--- src/rtl/ariane_axi.sv ---
// AXI channel and bundle types shared by the cache subsystem and the interconnect.
package ariane_axi;

  typedef struct packed {
    logic [3:0]  id;
    logic [31:0] addr;
    logic [7:0]  len;
    logic [2:0]  size;
    logic [1:0]  burst;
  } aw_chan_t;

  typedef struct packed {
    logic [3:0]  id;
    logic [31:0] addr;
    logic [7:0]  len;
    logic [2:0]  size;
    logic [1:0]  burst;
  } ar_chan_t;

  typedef struct packed {
    logic [63:0] data;
    logic [7:0]  strb;
    logic        last;
  } w_chan_t;

  typedef struct packed {
    logic [3:0] id;
    logic [1:0] resp;
  } b_chan_t;

  typedef struct packed {
    logic [3:0]  id;
    logic [63:0] data;
    logic [1:0]  resp;
    logic        last;
  } r_chan_t;

  typedef struct packed {
    aw_chan_t aw;
    logic     aw_valid;
    w_chan_t  w;
    logic     w_valid;
    logic     b_ready;
    ar_chan_t ar;
    logic     ar_valid;
    logic     r_ready;
  } req_t;

  typedef struct packed {
    logic    aw_ready;
    logic    ar_ready;
    logic    w_ready;
    logic    b_valid;
    b_chan_t b;
    logic    r_valid;
    r_chan_t r;
  } resp_t;

endpackage

--- src/rtl/axi_txn_limiter.sv ---
// Caps outstanding AXI read/write bursts and reports idle/error status for fence and flush.
// Define AXI_TXN_LIMITER_STATS_EN to add per-channel stall cycle counters.
module axi_txn_limiter #(
  parameter int unsigned MAX_RD_TXN = 8,
  parameter int unsigned MAX_WR_TXN = 8
) (
  input  logic              clk_i,
  input  logic              rst_ni,
  input  logic              drain_i,
  input  ariane_axi::req_t  slv_req_i,
  output ariane_axi::resp_t slv_resp_o,
  output ariane_axi::req_t  mst_req_o,
  input  ariane_axi::resp_t mst_resp_i,
  output logic [7:0]        rd_outstanding_o,
  output logic [7:0]        wr_outstanding_o,
  output logic              idle_o,
  output logic              err_o,
  input  logic              err_clr_i
`ifdef AXI_TXN_LIMITER_STATS_EN
  ,
  output logic [31:0]       rd_stall_cnt_o,
  output logic [31:0]       wr_stall_cnt_o
`endif
);

  localparam logic [1:0] ST_OPEN  = 2'd0;
  localparam logic [1:0] ST_HOLD  = 2'd1;
  localparam logic [1:0] ST_BLOCK = 2'd2;

  localparam logic [7:0] RD_MAX = MAX_RD_TXN[7:0];
  localparam logic [7:0] WR_MAX = MAX_WR_TXN[7:0];

  logic [1:0] ar_state_q, ar_state_d, aw_state_q, aw_state_d;
  logic [7:0] rd_cnt_q, rd_cnt_d, wr_cnt_q, wr_cnt_d;
  logic       err_q, idle_q;
  logic       rd_limit, wr_limit, ar_hold, aw_hold, ar_blocked, aw_blocked;
  logic       ar_hs, aw_hs, r_hs, r_last_hs, b_hs;
  logic       rd_underflow, wr_underflow, err_set;

  // A presented-but-unaccepted request is never withdrawn, so HOLD overrides any gating.
  function automatic logic [1:0] fsm_next(input logic [1:0] st, input logic limit,
                                          input logic valid, input logic ready);
    logic [1:0] nxt;
    if (st == ST_HOLD)       nxt = ready ? ST_OPEN : ST_HOLD;
    else if (limit)          nxt = ST_BLOCK;
    else if (valid && !ready) nxt = ST_HOLD;
    else                     nxt = ST_OPEN;
    return nxt;
  endfunction

  function automatic logic [7:0] cnt_next(input logic [7:0] cnt, input logic inc, input logic dec);
    logic [7:0] nxt;
    nxt = cnt;
    if (inc && !dec && cnt != 8'hFF)   nxt = cnt + 8'd1;
    else if (dec && !inc && cnt != 8'h00) nxt = cnt - 8'd1;
    return nxt;
  endfunction

  assign rd_limit   = drain_i | (rd_cnt_q == RD_MAX);
  assign wr_limit   = drain_i | (wr_cnt_q == WR_MAX);
  assign ar_hold    = (ar_state_q == ST_HOLD);
  assign aw_hold    = (aw_state_q == ST_HOLD);
  assign ar_blocked = ~ar_hold & rd_limit;
  assign aw_blocked = ~aw_hold & wr_limit;

  always_comb begin
    mst_req_o          = slv_req_i;
    mst_req_o.ar_valid = ar_hold | (slv_req_i.ar_valid & ~ar_blocked);
    mst_req_o.aw_valid = aw_hold | (slv_req_i.aw_valid & ~aw_blocked);
    slv_resp_o          = mst_resp_i;
    slv_resp_o.ar_ready = mst_resp_i.ar_ready & ~ar_blocked;
    slv_resp_o.aw_ready = mst_resp_i.aw_ready & ~aw_blocked;
  end

  assign ar_hs     = mst_req_o.ar_valid & mst_resp_i.ar_ready;
  assign aw_hs     = mst_req_o.aw_valid & mst_resp_i.aw_ready;
  assign r_hs      = mst_resp_i.r_valid & slv_req_i.r_ready;
  assign r_last_hs = r_hs & mst_resp_i.r.last;
  assign b_hs      = mst_resp_i.b_valid & slv_req_i.b_ready;

  assign rd_underflow = r_last_hs & ~ar_hs & (rd_cnt_q == 8'h00);
  assign wr_underflow = b_hs & ~aw_hs & (wr_cnt_q == 8'h00);
  assign err_set = rd_underflow | wr_underflow
                 | (r_hs & mst_resp_i.r.resp[1]) | (b_hs & mst_resp_i.b.resp[1]);

  assign ar_state_d = fsm_next(ar_state_q, rd_limit, slv_req_i.ar_valid, mst_resp_i.ar_ready);
  assign aw_state_d = fsm_next(aw_state_q, wr_limit, slv_req_i.aw_valid, mst_resp_i.aw_ready);
  assign rd_cnt_d   = cnt_next(rd_cnt_q, ar_hs, r_last_hs);
  assign wr_cnt_d   = cnt_next(wr_cnt_q, aw_hs, b_hs);

  always_ff @(posedge clk_i or negedge rst_ni) begin
    if (!rst_ni) begin
      ar_state_q <= ST_OPEN;
      aw_state_q <= ST_OPEN;
      rd_cnt_q   <= 8'h00;
      wr_cnt_q   <= 8'h00;
      err_q      <= 1'b0;
      idle_q     <= 1'b1;
    end else begin
      ar_state_q <= ar_state_d;
      aw_state_q <= aw_state_d;
      rd_cnt_q   <= rd_cnt_d;
      wr_cnt_q   <= wr_cnt_d;
      err_q      <= err_set | (err_q & ~err_clr_i);
      idle_q     <= (rd_cnt_q == 8'h00) & (wr_cnt_q == 8'h00) & ~ar_hold & ~aw_hold;
    end
  end

  assign rd_outstanding_o = rd_cnt_q;
  assign wr_outstanding_o = wr_cnt_q;
  assign idle_o           = idle_q;
  assign err_o            = err_q;

`ifdef AXI_TXN_LIMITER_STATS_EN
  logic [31:0] rd_stall_q, wr_stall_q;

  // Stall cycles accumulate while the cache is asking but the limiter refuses it.
  always_ff @(posedge clk_i or negedge rst_ni) begin
    if (!rst_ni) begin
      rd_stall_q <= 32'h0;
      wr_stall_q <= 32'h0;
    end else if (err_clr_i) begin
      rd_stall_q <= 32'h0;
      wr_stall_q <= 32'h0;
    end else begin
      if (slv_req_i.ar_valid && ar_blocked && rd_stall_q != 32'hFFFF_FFFF)
        rd_stall_q <= rd_stall_q + 32'd1;
      if (slv_req_i.aw_valid && aw_blocked && wr_stall_q != 32'hFFFF_FFFF)
        wr_stall_q <= wr_stall_q + 32'd1;
    end
  end

  assign rd_stall_cnt_o = rd_stall_q;
  assign wr_stall_cnt_o = wr_stall_q;
`endif

endmodule

--- config.mk ---
export PLATFORM = sky130hd
export DESIGN_NAME = axi_txn_limiter
export DESIGN_NICKNAME = d
export VERILOG_FILES = /design/src/rtl/ariane_axi.sv /design/src/rtl/axi_txn_limiter.sv
export SDC_FILE = /design/constraint.sdc
export NUM_CORES = 1
export LEC_CHECK = 0
export BUFFER_PORTS_ARGS = -buffer_cell sky130_fd_sc_hd__buf_4
export CORE_AREA = 2 2 206 208
export DETAILED_ROUTE_END_ITERATION = 8
export DIE_AREA = 0 0 208 210
export PLACE_DENSITY = 0.43
export RECOVER_POWER = 25
export SETUP_SLACK_MARGIN = 0.02
export SYNTH_ARGS = -nofsm -noshare
export SYNTH_HDL_FRONTEND = slang
export SYNTH_SLANG_ARGS = --single-unit
--- constraint.sdc ---
create_clock -name clk_i -period 3.45 [get_ports clk_i]
set_clock_uncertainty 0.05 [all_clocks]
set_input_delay 0.69 -clock clk_i [delete_from_list [all_inputs] [get_ports clk_i]]
set_output_delay 0.69 -clock clk_i [all_outputs]
set_load 0.05 [all_outputs]
==> flow_results.xml <==
<?xml version="1.0" encoding="UTF-8"?>
<metrics>
  <group name="pwr">
    <metric name="power.share.combinational" unit="">0.634</metric>
    <metric name="power_switching_share" unit="">0.501</metric>
    <metric name="power.share.sequential" unit="">0.242</metric>
    <metric name="static-leakage-power" unit="nW">0.963</metric>
    <metric name="cellInternalPower" unit="W">0.00115</metric>
    <metric name="netSwitchingPower" unit="W">0.00115</metric>
    <metric name="pwr_cell_area" unit="nW/um^2">826</metric>
    <metric name="vdd.ir_drop.worst" unit="mV">0.330</metric>
    <metric name="pwr-share-clk" unit="">0.124</metric>
  </group>
  <group name="placement">
    <metric name="gpl_wtd_cong" unit="">0.742</metric>
    <metric name="dp.final_hpwl" unit="microns">8970</metric>
    <metric name="placement.cell_area" unit="sq um">2700</metric>
    <metric name="io_buffers" unit="">43</metric>
  </group>
  <group name="cells_and_area">
    <metric name="layout.cell_area.non_filler" unit="sq um">2780</metric>
    <metric name="fin_nets" unit="">495</metric>
    <metric name="antenna-diode-count" unit="">0</metric>
    <metric name="n_fill_cell" unit="">4896</metric>
    <metric name="proportion_of_layout_cells_with_a_drive_suffix_above_1" unit="">0.327</metric>
    <metric name="area_growth_syn_to_layout" unit="%">-22.0</metric>
  </group>
  <group name="synthesis">
    <metric name="sequential_cell_area_fraction_in_the_yosys_report" unit="">0.155</metric>
    <metric name="yosys_register_bits" unit="">22</metric>
    <metric name="synth_nets" unit="">696</metric>
    <metric name="ys_types" unit="">41</metric>
    <metric name="synth_area_leaders" unit="">buf_4, dfrtp_1, ha_1, xnor2_1, mux2_4</metric>
    <metric name="post-synth-top-area-cell" unit="">buf_4</metric>
    <metric name="synth.avg_cell_area" unit="sq um">8.51</metric>
    <metric name="synth_area" unit="sq um">3560</metric>
    <metric name="netlist_instances" unit="">419</metric>
    <metric name="synth_largest_type_area_fraction" unit="">0.535</metric>
    <metric name="synth-warning-count" unit="">0</metric>
  </group>
  <group name="worst_setup_path">
    <metric name="critical_path.endpoint" unit="">rd_outstanding_o[7]</metric>
    <metric name="worstReg2RegStart" unit="">rd_outstanding_o[5]</metric>
    <metric name="cp_cell_sequence" unit="">or4_1, nor2_1, a311oi_2, inv_1, ha_1, a211oi_1, buf_4, o21ai_0, a31oi_1, mux2i_1, xnor2_1</metric>
    <metric name="timing.reg2reg.worst_path_depth" unit="">11</metric>
    <metric name="worst_setup_path_start_kind" unit="">flop</metric>
    <metric name="endpoint_kind" unit="">flop</metric>
    <metric name="critPathSlowestCell" unit="">or4_1</metric>
    <metric name="worst-path-stages" unit="">11</metric>
    <metric name="crit_path_start" unit="">rd_outstanding_o[5]</metric>
    <metric name="slowest_delay" unit="ns">0.63</metric>
    <metric name="crit-reg2reg-capture" unit="">rd_outstanding_o[7]</metric>
    <metric name="timing.critical_path.required" unit="ns">3.59</metric>
    <metric name="critical-path-top-delay-family" unit="">simple AND/OR/NAND/NOR gates</metric>
    <metric name="r2r_slack" unit="ns">0.36</metric>
    <metric name="path_class" unit="">reg2reg</metric>
    <metric name="critical_path.n_buffers_inverters" unit="">2</metric>
    <metric name="crit_path_max_fanout" unit="">5</metric>
    <metric name="worst-endpoint-arrival" unit="ns">3.24</metric>
  </group>
  <group name="floorplan">
    <metric name="die-height" unit="microns">210</metric>
    <metric name="design.portCount" unit="">538</metric>
    <metric name="fp-row-count" unit="">75</metric>
    <metric name="initial_utilization" unit="">0.0859</metric>
    <metric name="floorplan.die.width" unit="microns">208</metric>
    <metric name="die-area" unit="sq um">43700</metric>
    <metric name="core-area" unit="sq um">41500</metric>
  </group>
  <group name="drt">
    <metric name="vias_per_cell" unit="">2.43</metric>
    <metric name="met3RoutedLength" unit="microns">1910</metric>
    <metric name="top_signal_layer_used" unit="">met4</metric>
    <metric name="number_of_design_rule_violations_left_after_detail_routing" unit="">0</metric>
    <metric name="first_iter_violations" unit="">79</metric>
    <metric name="num_vias" unit="">1836</metric>
    <metric name="route.layer.met1.wl" unit="microns">3410</metric>
    <metric name="wl" unit="microns">10600</metric>
    <metric name="met2_length" unit="microns">4220</metric>
    <metric name="wire_per_inst" unit="microns">14.1</metric>
    <metric name="drtPass1Iterations" unit="">4</metric>
    <metric name="antenna_left" unit="">0</metric>
  </group>
  <group name="clock_network">
    <metric name="worst_skew_pair.late_latency" unit="ns">0.27</metric>
    <metric name="cts_clk_pin_slew_worst_paths" unit="ns">0.06</metric>
    <metric name="clk_path_buf_depth" unit="">2</metric>
    <metric name="clock-root-buffer" unit="">clkbuf_16</metric>
    <metric name="cts_buffers" unit="">3</metric>
    <metric name="postCtsResizedCells" unit="">0</metric>
    <metric name="number_of_sinks_handled_by_clock_tree_synthesis" unit="">22</metric>
    <metric name="cts_post_setup_buffers_inserted" unit="">0</metric>
    <metric name="cts_hold_fix_bufs" unit="">0</metric>
    <metric name="cts_max_level" unit="">1</metric>
    <metric name="clock_tree_from_tritoncts" unit="">done</metric>
  </group>
  <group name="hold_path">
    <metric name="hp-class" unit="">reg2reg</metric>
  </group>
  <group name="timing">
    <metric name="rsz_0062_raised_after_global_routing" unit="">no</metric>
    <metric name="timing.final.max_slew_violations" unit="">0</metric>
    <metric name="report.final.hold_viol_count" unit="">0</metric>
    <metric name="finalSetupViolCount" unit="">0</metric>
    <metric name="relSlewSlack" unit="">0.0613</metric>
    <metric name="fmaxAchievable" unit="MHz">323</metric>
    <metric name="tns" unit="ns">0</metric>
    <metric name="worstMarginPinSlew" unit="ns">1.41</metric>
    <metric name="timing.final.crit_period" unit="ns">3.09</metric>
    <metric name="period_share" unit="">0.896</metric>
  </group>
  <group name="grt">
    <metric name="global_route_wire_length_before_repair" unit="microns">13900</metric>
    <metric name="grt_remaining_overflow" unit="">0</metric>
    <metric name="global_route_usage_over_all_layers" unit="">0.0463</metric>
    <metric name="grt_pass1_vias" unit="">1817</metric>
    <metric name="antenna_found_initial" unit="">0</metric>
    <metric name="pin_count_of_the_biggest_net_entering_global_routing" unit="">23</metric>
  </group>
  <group name="job">
    <metric name="max-cap-violations" unit="">0</metric>
  </group>
  <group name="run_status">
    <metric name="run_status" unit="">finished clean</metric>
  </group>
</metrics>
-- logic make-up (layout without fill, tap and decap cells) --
| logic type | Yosys count | count (layout) | synth area share |
|---|---|---|---|
| compound gates | 40 | 40 | 0.0720 |
| xor+xnor | 13 | 13 | 0.0319 |
| fa+ha+maj | 15 | 15 | 0.0569 |
| buf+inv | 261 | 59 | 0.544 |
| flops | 22 | 22 | 0.155 |
| mux | 13 | 13 | 0.0456 |
| simple gates | 55 | 55 | 0.0944 |
-- per-stage QoR --
step                      setup WS, ns  hold WS [ns]  std cells  total power, W    util
final                            0.358         0.497        756         0.00230  0.0670
after global routing             0.124         0.502        756         0.00247  0.0670
after CTS                        0.341         0.279        756         0.00233  0.0671
after detailed placement         0.286         0.479        752         0.00203  0.0650
after global placement           0.296         0.488        752         0.00204  0.0650
after floorplan                  0.216         0.344        419         0.00237       -
-- how the worst min path moves through the flow --
stage	startpoint	endpoint	depth (start not counted)
finish	wr_outstanding_o[7]	wr_outstanding_o[7]	1
global route	rd_outstanding_o[7]	rd_outstanding_o[7]	1
CTS	rst_ni	rd_outstanding_o[0]	1
detailed placement	rd_outstanding_o[7]	rd_outstanding_o[7]	1
global placement	rd_outstanding_o[7]	rd_outstanding_o[7]	1
floorplan	rst_ni	ar_state_q[0]	0
-- synthesized netlist by cell type (all sizes together) --
master	count
inv	6
o21ai	10
nand3	6
nor4	3
and2b	1
mux2	11
and2	2
nand2	7
a211o	1
o211ai	4
a21oi	12
nor2b	6
a211oi	3
nand4	4
fa	2
dfstp	1
xor2	2
nor2	11
o21bai	2
nand2b	6
dfrtp	21
nor4b	1
o41ai	1
or3	1
buf	255
ha	13
xnor2	11
a31oi	3
mux2i	2
and3b	2
a311oi	1
or4	2
a21o	2
a221o	1
nor3	3
-- placed cells by master, fill, tap and decap left out, types with 4 or more instances in the layout --
master,synthesis,routed
a21oi_1,12,12
buf_4,254,48
dfrtp_1,21,21
ha_1,13,13
inv_1,6,6
mux2_2,6,6
mux2_4,5,5
nand2_1,7,7
nand2b_1,6,6
nand3_1,6,6
nand4_1,4,4
nor2_1,10,10
nor2b_1,6,6
o211ai_1,4,4
o21ai_0,10,10
xnor2_1,11,11
-- worst register-to-register path, stage by stage, from the launching register on --
cell and delay (ns):
dfrtp_1 0.42, or4_1 0.63, nor2_1 0.25, a311oi_2 0.14, inv_1 0.18, ha_1 0.27, a211oi_1 0.23, buf_4 0.15
o21ai_0 0.08, a31oi_1 0.24, mux2i_1 0.25, xnor2_1 0.13
-- registers in the layout, indices dropped and copies added, names as in the netlist --
register and cells:
ar_state_q 2, aw_state_q 2, rd_outstanding_o 8, idle_o 1, wr_outstanding_o 8, err_o 1
-- power by group through the flow --
stage / clock (W) / combinational (W) / sequential [W]
final: 0.000285 / 0.00145 / 0.000556
after global routing: 0.000308 / 0.00157 / 0.000587
after CTS: 0.000301 / 0.00147 / 0.000562
after detailed placement: 0 / 0.00146 / 0.000567
after global placement: 0 / 0.00147 / 0.000567
after floorplan: 0 / 0.00152 / 0.000851
-- per-layer routing --
metal | vias up | global-route usage
li1 | 719 | -
met1 | 773 | 0.0414
met2 | 224 | 0.0601
met3 | 120 | 0.0417
met4 | 0 | 0.0472
met5 | - | 0
-- layout make-up --
cell class              count  area, sq um  share of cell area
multi-input cells         136         1080               0.388
well taps                 539          674               0.243
flip-flops and latches     22          552               0.198
repair buffers             49          364               0.131
clock buffers               4         88.8              0.0320
inverters                   6         22.5             0.00810
(Power assumes the default switching activity.)
